$ cat src/rtl/wb_request_issuer.sv
// wb_request_issuer
// Buffers cache evictions (addr+data) in a DEPTH-entry FIFO and issues them
// one at a time to the downstream processor over a four-phase memwr/ack
// handshake (IDLE -> REQ -> REL -> IDLE).
// Optional build macro: WB_COALESCE_EN -- an accepted eviction whose address
// matches a queued, not-in-flight entry overwrites that entry's data instead
// of allocating a new slot.
module wb_request_issuer #(
    parameter int ADDR_W = 32,
    parameter int DATA_W = 32,
    parameter int DEPTH  = 4,
    localparam int PW    = $clog2(DEPTH)
) (
    input  logic              clk,
    input  logic              rst_n,
    input  logic              evict_valid,
    input  logic [ADDR_W-1:0] evict_addr,
    input  logic [DATA_W-1:0] evict_data,
    output logic              evict_ready,
    output logic              memwr,
    output logic [ADDR_W-1:0] mem_addr,
    output logic [DATA_W-1:0] mem_data,
    input  logic              ack,
    output logic              busy,
    output logic [PW:0]       count
);

    typedef enum logic [1:0] {
        IDLE = 2'd0,
        REQ  = 2'd1,
        REL  = 2'd2
    } state_t;

    localparam logic [PW:0]   CNT_FULL = (PW+1)'(DEPTH);
    localparam logic [PW:0]   CNT_ONE  = (PW+1)'(1);
    localparam logic [PW-1:0] PTR_ONE  = PW'(1);

    state_t            state;
    state_t            state_next;
    logic [ADDR_W-1:0] fifo_addr [DEPTH];
    logic [DATA_W-1:0] fifo_data [DEPTH];
    logic [PW-1:0]     wr_ptr;
    logic [PW-1:0]     rd_ptr;
    logic              push;
    logic              push_new;
    logic              pop;
    logic              launch;
    logic              hit;

    // Readiness comes straight from the registered count.
    assign evict_ready = (count != CNT_FULL);
    assign push        = evict_valid && evict_ready;
    assign push_new    = push && !hit;
    assign busy        = (state != IDLE) || (count != '0);

`ifdef WB_COALESCE_EN
    logic [PW-1:0] hit_idx;

    // Find a queued entry with the same address; the head is excluded once it
    // is in flight or being launched on this edge, so its issued data never changes.
    always_comb begin
        logic [PW-1:0] off;
        logic          head_locked;
        hit         = 1'b0;
        hit_idx     = '0;
        off         = '0;
        head_locked = (state != IDLE) || launch;
        for (int i = 0; i < DEPTH; i++) begin
            off = PW'(i) - rd_ptr;
            if (!hit && ({1'b0, off} < count) && !(off == '0 && head_locked)
                && (fifo_addr[i] == evict_addr)) begin
                hit     = 1'b1;
                hit_idx = PW'(i);
            end
        end
    end
`else
    assign hit = 1'b0;
`endif

    // Handshake next-state decode; launch loads the head, pop retires it.
    always_comb begin
        state_next = state;
        launch     = 1'b0;
        pop        = 1'b0;
        case (state)
            IDLE: begin
                if (count != '0 && !ack) begin
                    launch     = 1'b1;
                    state_next = REQ;
                end
            end
            REQ: begin
                if (ack) begin
                    state_next = REL;
                end
            end
            REL: begin
                if (!ack) begin
                    pop        = 1'b1;
                    state_next = IDLE;
                end
            end
            default: state_next = IDLE;
        endcase
    end

    // FIFO storage: new entries at the tail, coalesced data in place.
    always_ff @(posedge clk) begin
        if (push_new) begin
            fifo_addr[wr_ptr] <= evict_addr;
            fifo_data[wr_ptr] <= evict_data;
        end
`ifdef WB_COALESCE_EN
        else if (push && hit) begin
            fifo_data[hit_idx] <= evict_data;
        end
`endif
    end

    // State, pointers and occupancy; pointers wrap naturally at DEPTH.
    always_ff @(posedge clk or negedge rst_n) begin
        if (!rst_n) begin
            state  <= IDLE;
            wr_ptr <= '0;
            rd_ptr <= '0;
            count  <= '0;
        end else begin
            state <= state_next;
            if (push_new) begin
                wr_ptr <= wr_ptr + PTR_ONE;
            end
            if (pop) begin
                rd_ptr <= rd_ptr + PTR_ONE;
            end
            case ({push_new, pop})
                2'b10:   count <= count + CNT_ONE;
                2'b01:   count <= count - CNT_ONE;
                default: count <= count;
            endcase
        end
    end

    // Registered request outputs; address/data hold their last value after release.
    always_ff @(posedge clk or negedge rst_n) begin
        if (!rst_n) begin
            memwr    <= 1'b0;
            mem_addr <= '0;
            mem_data <= '0;
        end else begin
            memwr <= (state_next == REQ);
            if (launch) begin
                mem_addr <= fifo_addr[rd_ptr];
                mem_data <= fifo_data[rd_ptr];
            end
        end
    end

endmodule

$ cat config.mk
export PLATFORM = sky130hd
export DESIGN_NAME = wb_request_issuer
export DESIGN_NICKNAME = d
export VERILOG_FILES = /design/src/rtl/wb_request_issuer.sv
export SDC_FILE = /design/constraint.sdc
export NUM_CORES = 1
export LEC_CHECK = 0
export BUFFER_PORTS_ARGS = -buffer_cell sky130_fd_sc_hd__buf_2
export CELL_PAD_IN_SITES_DETAIL_PLACEMENT = 0
export CELL_PAD_IN_SITES_GLOBAL_PLACEMENT = 1
export CORE_ASPECT_RATIO = 0.75
export CORE_MARGIN = 5
export CORE_UTILIZATION = 30
export CTS_CLUSTER_DIAMETER = 80
export DETAILED_ROUTE_END_ITERATION = 16
export PLACE_DENSITY_LB_ADDON = 0.08
export SYNTH_ARGS = -nofsm -noshare
export SYNTH_HDL_FRONTEND = slang
export SYNTH_SLANG_ARGS = --single-unit
$ cat constraint.sdc
create_clock -name clk -period 3.25 [get_ports clk]
set_input_delay 0.325 -clock clk [delete_from_list [all_inputs] [get_ports clk]]
set_output_delay 0.325 -clock clk [all_outputs]
set_load 0.01 [all_outputs]
### Word-level counts from Yosys, hierarchy flattened

Memory sizes are Yosys's and may differ from the RTL's. A register that Yosys moved wholly into a read port is not among the register bits.
Cells that the tools add are included.

* word-level logic and storage cells: 38
* flip-flop bits (word level): 10
* input port bits: 68
* output and inout port bits: 70
* memories: 2
* bits in writable memories: 256

Memories
* fifo_addr: words 4, bits a word 32, read ports 1, clocked after memory_dff 1, wr ports 1, line 40 `logic [ADDR_W-1:0] fifo_addr [DEPTH];`
* fifo_data: words 4, bits a word 32, read ports 1, clocked after memory_dff 1, wr ports 1, line 41 `logic [DATA_W-1:0] fifo_data [DEPTH];`

* multiplexer cells: 11
* add/sub/neg operators: 4
* reduce and logical (&&, ||, !) cells: 10
* equal/unequal tests: 6

Operator list (count)
* 2-bit by 1-bit == test with 1-bit output, second input constant: 3
* 1-bit 2-to-1 mux: 6
* 2-bit 2-to-1 mux: 3
* 2-bit case mux with 3 select lines: 1
* 3-bit case mux with 2 select lines: 1
* 2-bit by 1-bit adder with 2-bit output, second input constant: 2
* 2-bit == test, second input constant: 2
* 2-bit nonzero test: 2
* 3-bit by 1-bit adder with 3-bit output, second input constant: 1
* 1-bit zero test: 3
* 3-bit != test, second input constant: 1
* 3-bit nonzero test: 1
* 3-bit by 1-bit subtractor with 3-bit output, second input constant: 1
* 1-bit logical AND: 2
* 2-bit zero test: 1
* 1-bit logical OR: 1

### Logic depth before layout (Yosys ltp)

Gate-level depths: netlist (run 1).

* word-level depth: 5
* gate-level depth with buffers: 9
* mapped depth without buffers: 9

### Worst setup path before layout (run 1)

No wires, ideal clock.

* path kind: reg2reg
* start: register count[2]
* end: memory fifo_addr[0][0] (enable)
* setup time: 0.429 ns
* data required time: 2.821 ns
* slack: 0.520 ns
* stages on the path, launching flop included: 3
* period minus slack after synthesis: 2.730 ns
* path buffers: 0
* data arrival time: 2.301 ns
* path through: dfrtp_1 > or3b_1 > and3_1

* cells in the longest elaborated chain, start to end: 4

Ends and longest elaborated chain
* start: declaration: line 25 `output logic [PW:0] count`
* start signal: assignment: line 137 `2'b10: count <= count + CNT_ONE;`
* start signal: assignment: line 138 `2'b01: count <= count - CNT_ONE;`
* start signal: assignment: line 139 `default: count <= count;`
* 3-bit != test: line 51 `assign evict_ready = (count != CNT_FULL);`
* net evict_ready: line 19 `output logic evict_ready,`
* 1-bit logical AND: line 52 `assign push = evict_valid && evict_ready;`
* 1-bit 2-to-1 mux: line 110 `if (push_new) begin`
* 1-bit 2-to-1 mux (implied by the code): line 111 `fifo_addr[wr_ptr] <= evict_addr;`
* end: declaration: line 40

The timed path passes the listed nets, and every way through them passes these cells.

### Worst setup path after layout (run 1)

* start: register count[0]
* end: register count[2]

* cells in the longest elaborated chain, start to end: 4
* elaborated cells on any way between the ends: 8
* those cells by class: add/sub (2); eq/ne (3); mux (1); reduce/logical (2)

Ends and longest elaborated chain
* 3-bit != test: line 51
* 1-bit logical AND: line 52
* 2-bit by 1-bit == test with 1-bit output or 2-bit == test (tied branches): line 136 `case ({push_new, pop})`
* 3-bit case mux with 2 select lines or 2-bit nonzero test (tied branches)

Several ways; a longest one is shown, not always the timed one.
A chain may end at the register's enable or synchronous reset.

==> impl_metrics.toml, run 1 <==
[yosys]
syn_area_per_cell_sq_um = 24.02
netlist_area_sq_mm = 0.01239
syn_inst = 516
yosys.cell_types.count = 28
ys_warn_count = 0
yosysSeqAreaShare_pct = 76.96
synth-async-reset-ratio_pct = 22.42
synth_edf_count = 256
synth_seq_cells = 330
synth_fp_nets = 590
synth_flop_cell = "edfxtp_1"

[clock_network]
postCtsSetupBuffers = 0
clk_pin_slew_ns = 0.06
max-clock-path-buffers = 3
numCtsBuffers = 36
clockRootBuffer = "clkbuf_16"
clk_latency_ns = 0.51
cts_resized = 0
cts_tree = "built"
clkSinkCount = 330
htreeDepth = 2

[worst_setup_path]
startpoint_type = "flip-flop"
cp_data_required_time_ns = 3.68
worstPathCellList = "or3b_1, and2_1, inv_1, ha_1, inv_1, fa_1, xor2_1, nor2_1, xor2_1"
critPathBufInv = 2
cp.arrival_ns = 2.81
crit_fanout = 6
worstSetupPathType = "flip-flop to flip-flop"
cpLargestDelayFamily = "simple AND/OR/NAND/NOR gates"
crit_path_end_kind = "flip-flop"
slowest_delay_ns = 0.47
cp_slowest_cell = "or3b_1"

[global_routing]
overflow = 0
grt_use_total_pct = 12.01
antenna_found_initial = 4
grt_pass1_vias = 6256
grt_max_degree = 56
grt_pass1_wl_microns = 40570

[sta]
hold_violations = 0
clock_skew_ns = 0.01061
worstMarginPinSlew_ns = 0.8939
fin_crit_sh_pct = 73.12
drv_slew = 0
setup_ws_ns = 0.8736
setup_viol = 0
finalSetupTns_ns = 0
rsz0062_at_grt = "no"
slew_headroom_pct = 40.41
post-route-min-period_ns = 2.376
fmax_ghz = 0.4208

[die]
die_area_sq_mm = 0.04552
die_w_microns = 244.7
fp.dieH_microns = 186.0
core_area_sq_mm = 0.04084
ios = 138
num_rows = 64
start_util_pct = 30.35

[cells_and_area]
final_core_util_pct = 36.54
fillers = 3810
seq_area_sq_mm = 0.009547
area_growth_pct = 20.40
nets = 761
antennaDiodeCount = 0
multiInputGateArea_sq_mm = 0.002673
finalInstanceArea_sq_mm = 0.01492
drive_gt1_share_pct = 47.05

[power_and_ir_drop]
power_per_cell_area_mw_per_mm2 = 953.1
totalPowerFinal_w = 0.01422
p_leak_nw = 5.516
ir_drop_mv = 0.3506

[placement]
place_ws_ns = 0.8780
dp_hpwl_microns = 15830
place_congestion = 0.6984
io_buffers = 137
place_area_sq_mm = 0.01376

[drt]
dr.pass1.iters = 4
drt.antenna.violating_nets = 0
drt_iter0_drc = 217
post_drt_wl_per_cell_microns = 21.90
drc_errors = 0
drt_wl_total_microns = 27150
routed-via-count = 5550
vias_per_cell = 4.476

[hold_path]
min_path_type = "primary input to flip-flop"

[flow_run]
max-cap-violations = 0

[outcome]
status = "completed"
==> metal layers <==
metal  track usage [%]  share of wire (%)
met1             15.64                 44
met5                 0               0.20
met3             2.828                4.1
met2             20.54                 50
met4             3.096                2.1
==> final timing paths <==
check | cells past startpoint | start | slack, ns | to
max | 9 | count[0] | 0.87 | count[2]
min | 1 | evict_addr[15] | 0.03 | fifo_addr[2][15]
max reg2reg | 9 | count[0] | 0.87 | count[2]
min reg2reg | 1 | mem_data[11] | 0.50 | mem_data[11]
max in group asynchronous | 3 | rst_n | 1.98 | mem_addr[23]
min in group asynchronous | 2 | rst_n | 0.48 | mem_data[21]
==> power by group <==
group / leakage (nW) / switching, W / internal (W)
Clock: 0.551 / 0.00157 / 0.00231
Sequential: 3.21 / 0.000613 / 0.00576
Combinational: 1.75 / 0.00181 / 0.00215
Total: 5.52 / 0.00400 / 0.0102
==> repair_timing <==
| action | in CTS | in global routing |
|---|---|---|
| endpoints found under the setup margin | 0 | 0 |
| hold buffers | 4 | 0 |
| endpoints found under the hold margin | 62 | 0 |
==> per-stage QoR <==
step | hold slack (ns) | std cells
after CTS | 0.001203 | 1240
after detailed placement | 0.4911 | 1173
after global routing | 0.003607 | 1240
after global placement | 0.4903 | 1173
after floorplan | 0.02941 | 516
final | 0.03158 | 1240
==> kinds of logic (layout without fill, tap and decap cells) <==
| group | after synthesis | count (layout) | synth area share (%) |
|---|---|---|---|
| simple gates | 16 | 16 | 0.7773 |
| fa+ha+maj | 6 | 6 | 0.6663 |
| mux | 130 | 130 | 19.43 |
| xor+xnor | 7 | 7 | 0.4947 |
| flops | 330 | 330 | 76.96 |
| buf+inv | 27 | 223 | 1.666 |
==> synthesized netlist by cell type (all sizes together), types with 2 or more instances <==
cell type | number | area share, %
and2 | 2 | 0.10
and3 | 4 | 0.20
buf | 18 | 1.4
clkbuf | 3 | 0.091
dfrtp | 74 | 15
edfxtp | 256 | 62
ha | 5 | 0.50
inv | 6 | 0.18
mux2 | 65 | 7.7
mux4 | 64 | 12
nor3 | 3 | 0.12
xnor2 | 3 | 0.21
xor2 | 4 | 0.28
==> cells in the final DEF (no fill, tap or decap), drive strengths merged, types with 2 or more instances in the layout <==
master and n:
xnor2 3, and3 4, dlygate4sd3 4, ha 5, xor2 4, dfrtp 74, clkbuf 55, edfxtp 256
mux4 64, mux2 65, nor3 3, inv 7, buf 150, and2 2, clkinv 6
==> sequential cells by signal, summed over array words and instances (netlist names) <==
signal     cells
count          3
wr_ptr         2
rd_ptr         2
memwr          1
fifo_data    128
fifo_addr    128
state          2
mem_data      32
mem_addr      32
==> final cells by class <==
class | count | area share, %
multi-input combinational | 159 | 17.91
timing repair buffer | 154 | 6.037
clock buffer | 55 | 7.060
inverter | 6 | 0.1509
clock inverter | 8 | 0.4444
tap | 528 | 4.427
sequential | 330 | 63.97
No activity file was read; power rests on OpenSTA's default activity.
==> run 2, diff against run 1 <==
--- a/config.mk
+++ b/config.mk
@@ -5,6 +5,7 @@
 export SDC_FILE = /design/constraint.sdc
 export NUM_CORES = 1
 export LEC_CHECK = 0
+export ABC_AREA = 1
 export BUFFER_PORTS_ARGS = -buffer_cell sky130_fd_sc_hd__buf_2
 export CELL_PAD_IN_SITES_DETAIL_PLACEMENT = 0
 export CELL_PAD_IN_SITES_GLOBAL_PLACEMENT = 1
==> constraint.sdc (replaced) <==
create_clock -name clk -period 2 [get_ports clk]
set_input_delay 0.2 -clock clk [delete_from_list [all_inputs] [get_ports clk]]
set_output_delay 0.2 -clock clk [all_outputs]
set_load 0.01 [all_outputs]
==> run 2 against run 1 <==
Compared with the run above:
- largest power group unchanged
- routed wire length is 28% higher
- largest cell class unchanged
- worst hold slack better by 0.19 ns
- highest routed layer unchanged
- critical path depth stayed put
==> impl_metrics.toml, run 2 <==
[power_and_ir_drop]
power_per_cell_area_mw_per_mm2 = 1430
p_leak_nw = 8.150
ir_drop_mv = 0.6229

[yosys]
synth.top_cell.area_share_pct = 56.07
synth_area_leaders = "edfxtp_1 56%, nand2_1 14%, dfrtp_1 14%"
yosysTopAreaCell = "edfxtp_1"
synthMuxAreaShare_pct = 0
yosys.cell_types.count = 19
syn_area_per_cell_sq_um = 10.24
synth_edf_count = 256
yosys.area_share.simple_pct = 19.64
synth_fp_nets = 1413
synth_seq_cells = 330
synth_flop_cell = "edfxtp_1"
netlist_area_sq_mm = 0.01371
ys_top_cells_by_count = "520 x nand2_1, 274 x inv_1, 256 x edfxtp_1"
synth.most_common_cell = "nand2_1"
syn_inst = 1339
synth_top_family_by_area = "simple AND/OR/NAND/NOR gates"
synth_compound_gate_area_share_pct = 0.1460
yosys.area_share.xor_xnor_pct = 0.2555
synth_fa_ha_area_share_pct = 0.6024
yosysSeqAreaShare_pct = 69.58
synth-async-reset-ratio_pct = 22.42
ys_warn_count = 0

[sta]
rsz0062_at_grt = "no"
setup_viol = 0
drv_slew = 0
post-route-min-period_ns = 1.842
clock_skew_ns = 0.007045
hold_violations = 0
setup_ws_ns = 0.1578
slew_headroom_pct = 59.92
fmax_ghz = 0.5428
worstMarginPinSlew_ns = 0.6013
fin_crit_sh_pct = 92.11

[die]
core_area_sq_mm = 0.04493
num_rows = 67
start_util_pct = 30.51
die_w_microns = 256.8
die_area_sq_mm = 0.05012
fp.dieH_microns = 195.1
ios = 138

[drt]
routed-via-count = 9005
drt_iter0_drc = 398
dr.pass1.iters = 6
post_drt_wl_per_cell_microns = 15.98
drc_errors = 0
drt_wl_total_microns = 34760
drt.antenna.violating_nets = 0
vias_per_cell = 4.138

[placement]
dp_hpwl_microns = 19670
place_congestion = 0.7151
place_ws_ns = 0.1623
io_buffers = 137
place_area_sq_mm = 0.01534

[global_routing]
grt_use_total_pct = 13.95
overflow = 0
grt_max_degree = 69
grt.met3_usage_pct = 2.892
antenna_found_initial = 4
gr-usage-met2_pct = 22.28
grt_pass1_wl_microns = 55120
met1_usage_pct = 19.76
grt_pass1_vias = 9141
grt_busiest_layer = "met2"

[clock_network]
clk_pin_slew_ns = 0.05
cts_tree = "built"
clkSinkCount = 330
htreeDepth = 2
max-clock-path-buffers = 3
clockRootBuffer = "clkbuf_16"
numCtsBuffers = 38
clk_latency_ns = 0.52
postCtsSetupBuffers = 0

[cells_and_area]
nets = 1633
final_core_util_pct = 38.40
finalInstanceArea_sq_mm = 0.01726
mostFrequentLayoutCells = "519 x nand2_1, 272 x inv_1, 256 x edfxtp_1, 136 x buf_2, 132 x nand3_1"
largestRegisters = "fifo_addr: 128 flops, fifo_data: 128 flops"
multiInputGateArea_sq_mm = 0.002902
fillers = 4491
seq_area_sq_mm = 0.009544
drive_gt1_share_pct = 14.98
final_common_cell = "nand2_1"
area_growth_pct = 25.86

[worst_setup_path]
worstSetupPathType = "flip-flop to flip-flop"
cp_data_required_time_ns = 2.41
startpoint_type = "flip-flop"
crit_path_end_kind = "flip-flop"
cp.arrival_ns = 2.25
crit_fanout = 7

[flow_run]
max-cap-violations = 0

[hold_path]
min_path_type = "primary input to async pin"

[outcome]
status = "completed"
## run 2: cell types whose count changed after synthesis, moves of 36 or more
cell | before | now
nand2_1 | 1 | 520
inv_1 | 6 | 274
nand3_1 | 0 | 134
mux4_2 | 64 | 0
mux2_4 | 60 | 0
buf_2 | 6 | 42
## run 2: area by class of cell
class / instances / area share, %
Multi-Input combinational cell: 678 / 16.82
Clock inverter: 10 / 0.5656
Clock buffer: 60 / 6.591
Inverter: 277 / 6.040
Sequential cell: 330 / 55.31
Tap cell: 586 / 4.249
Timing Repair Buffer: 234 / 10.41
Antenna cell: 1 / 0.01450
## run 2: cell families after synthesis
kind of cell,count (synthesis)
DFF,330
AOI/OAI and AO/OA,4
and+or+nand+nor,664
xor gates and xnor gates,4
buffers and inverters,331
adders and majority gates,6
## run 2: critical path, cell delays in order (launching register included)
cell and delay, ns:
dfrtp_1 0.41, inv_2 0.12, nand3_4 0.12, nand2_8 0.14
ha_1 0.18, inv_1 0.07, fa_1 0.38, nand2_1 0.08
nand3_1 0.09, xor2_1 0.15
## run 2: timing repair
| action | CTS | global route |
|---|---|---|
| endpoints found under the setup margin | 1 | 1 |
| hold buffers | 67 | 0 |
| endpoints found under the hold margin | 292 | 0 |
| resized for setup | 1 | 1 |
## run 2: worst paths after layout
check / startpoint / endpoint / slack, ns / cells after the start
max: count[0] / count[2] / 0.16 / 9
max reg2reg: count[0] / count[2] / 0.16 / 9
min in group clk: evict_addr[24] / fifo_addr[2][24] / 0.41 / 2
min: rst_n / mem_data[26] / 0.22 / 2
min reg2reg: mem_addr[9] / mem_addr[9] / 0.47 / 2
max in group asynchronous: rst_n / rd_ptr[1] / 1.15 / 3
## run 2: through the flow
stage	hold WS (ns)	std cells	power (W)	TNS, ns
after floorplan	-0.09559	1339	0.01480	-24.32
after global placement	0.2671	2038	0.01806	0
after detailed placement	0.2731	2038	0.01807	0
after CTS	0.2394	2175	0.02523	0
after global routing	0.2589	2176	0.02652	0
final	0.2168	2176	0.02468	0
## run 2: power breakdown
part | switching, W | leakage [nW] | internal, W | total [W]
registers | 0.000616 | 3.25 | 0.00924 | 0.00986
clock network | 0.00272 | 0.607 | 0.00416 | 0.00688
logic | 0.00525 | 4.29 | 0.00269 | 0.00794
total | 0.00859 | 8.15 | 0.0161 | 0.0247
## run 2: layer usage
layer | part of all wire (%) | up-vias
li1 | - | 4593
met1 | 50 | 4233
met2 | 45 | 126
met3 | 3.8 | 47
met4 | 1.6 | 6
met5 | 0.075 | -
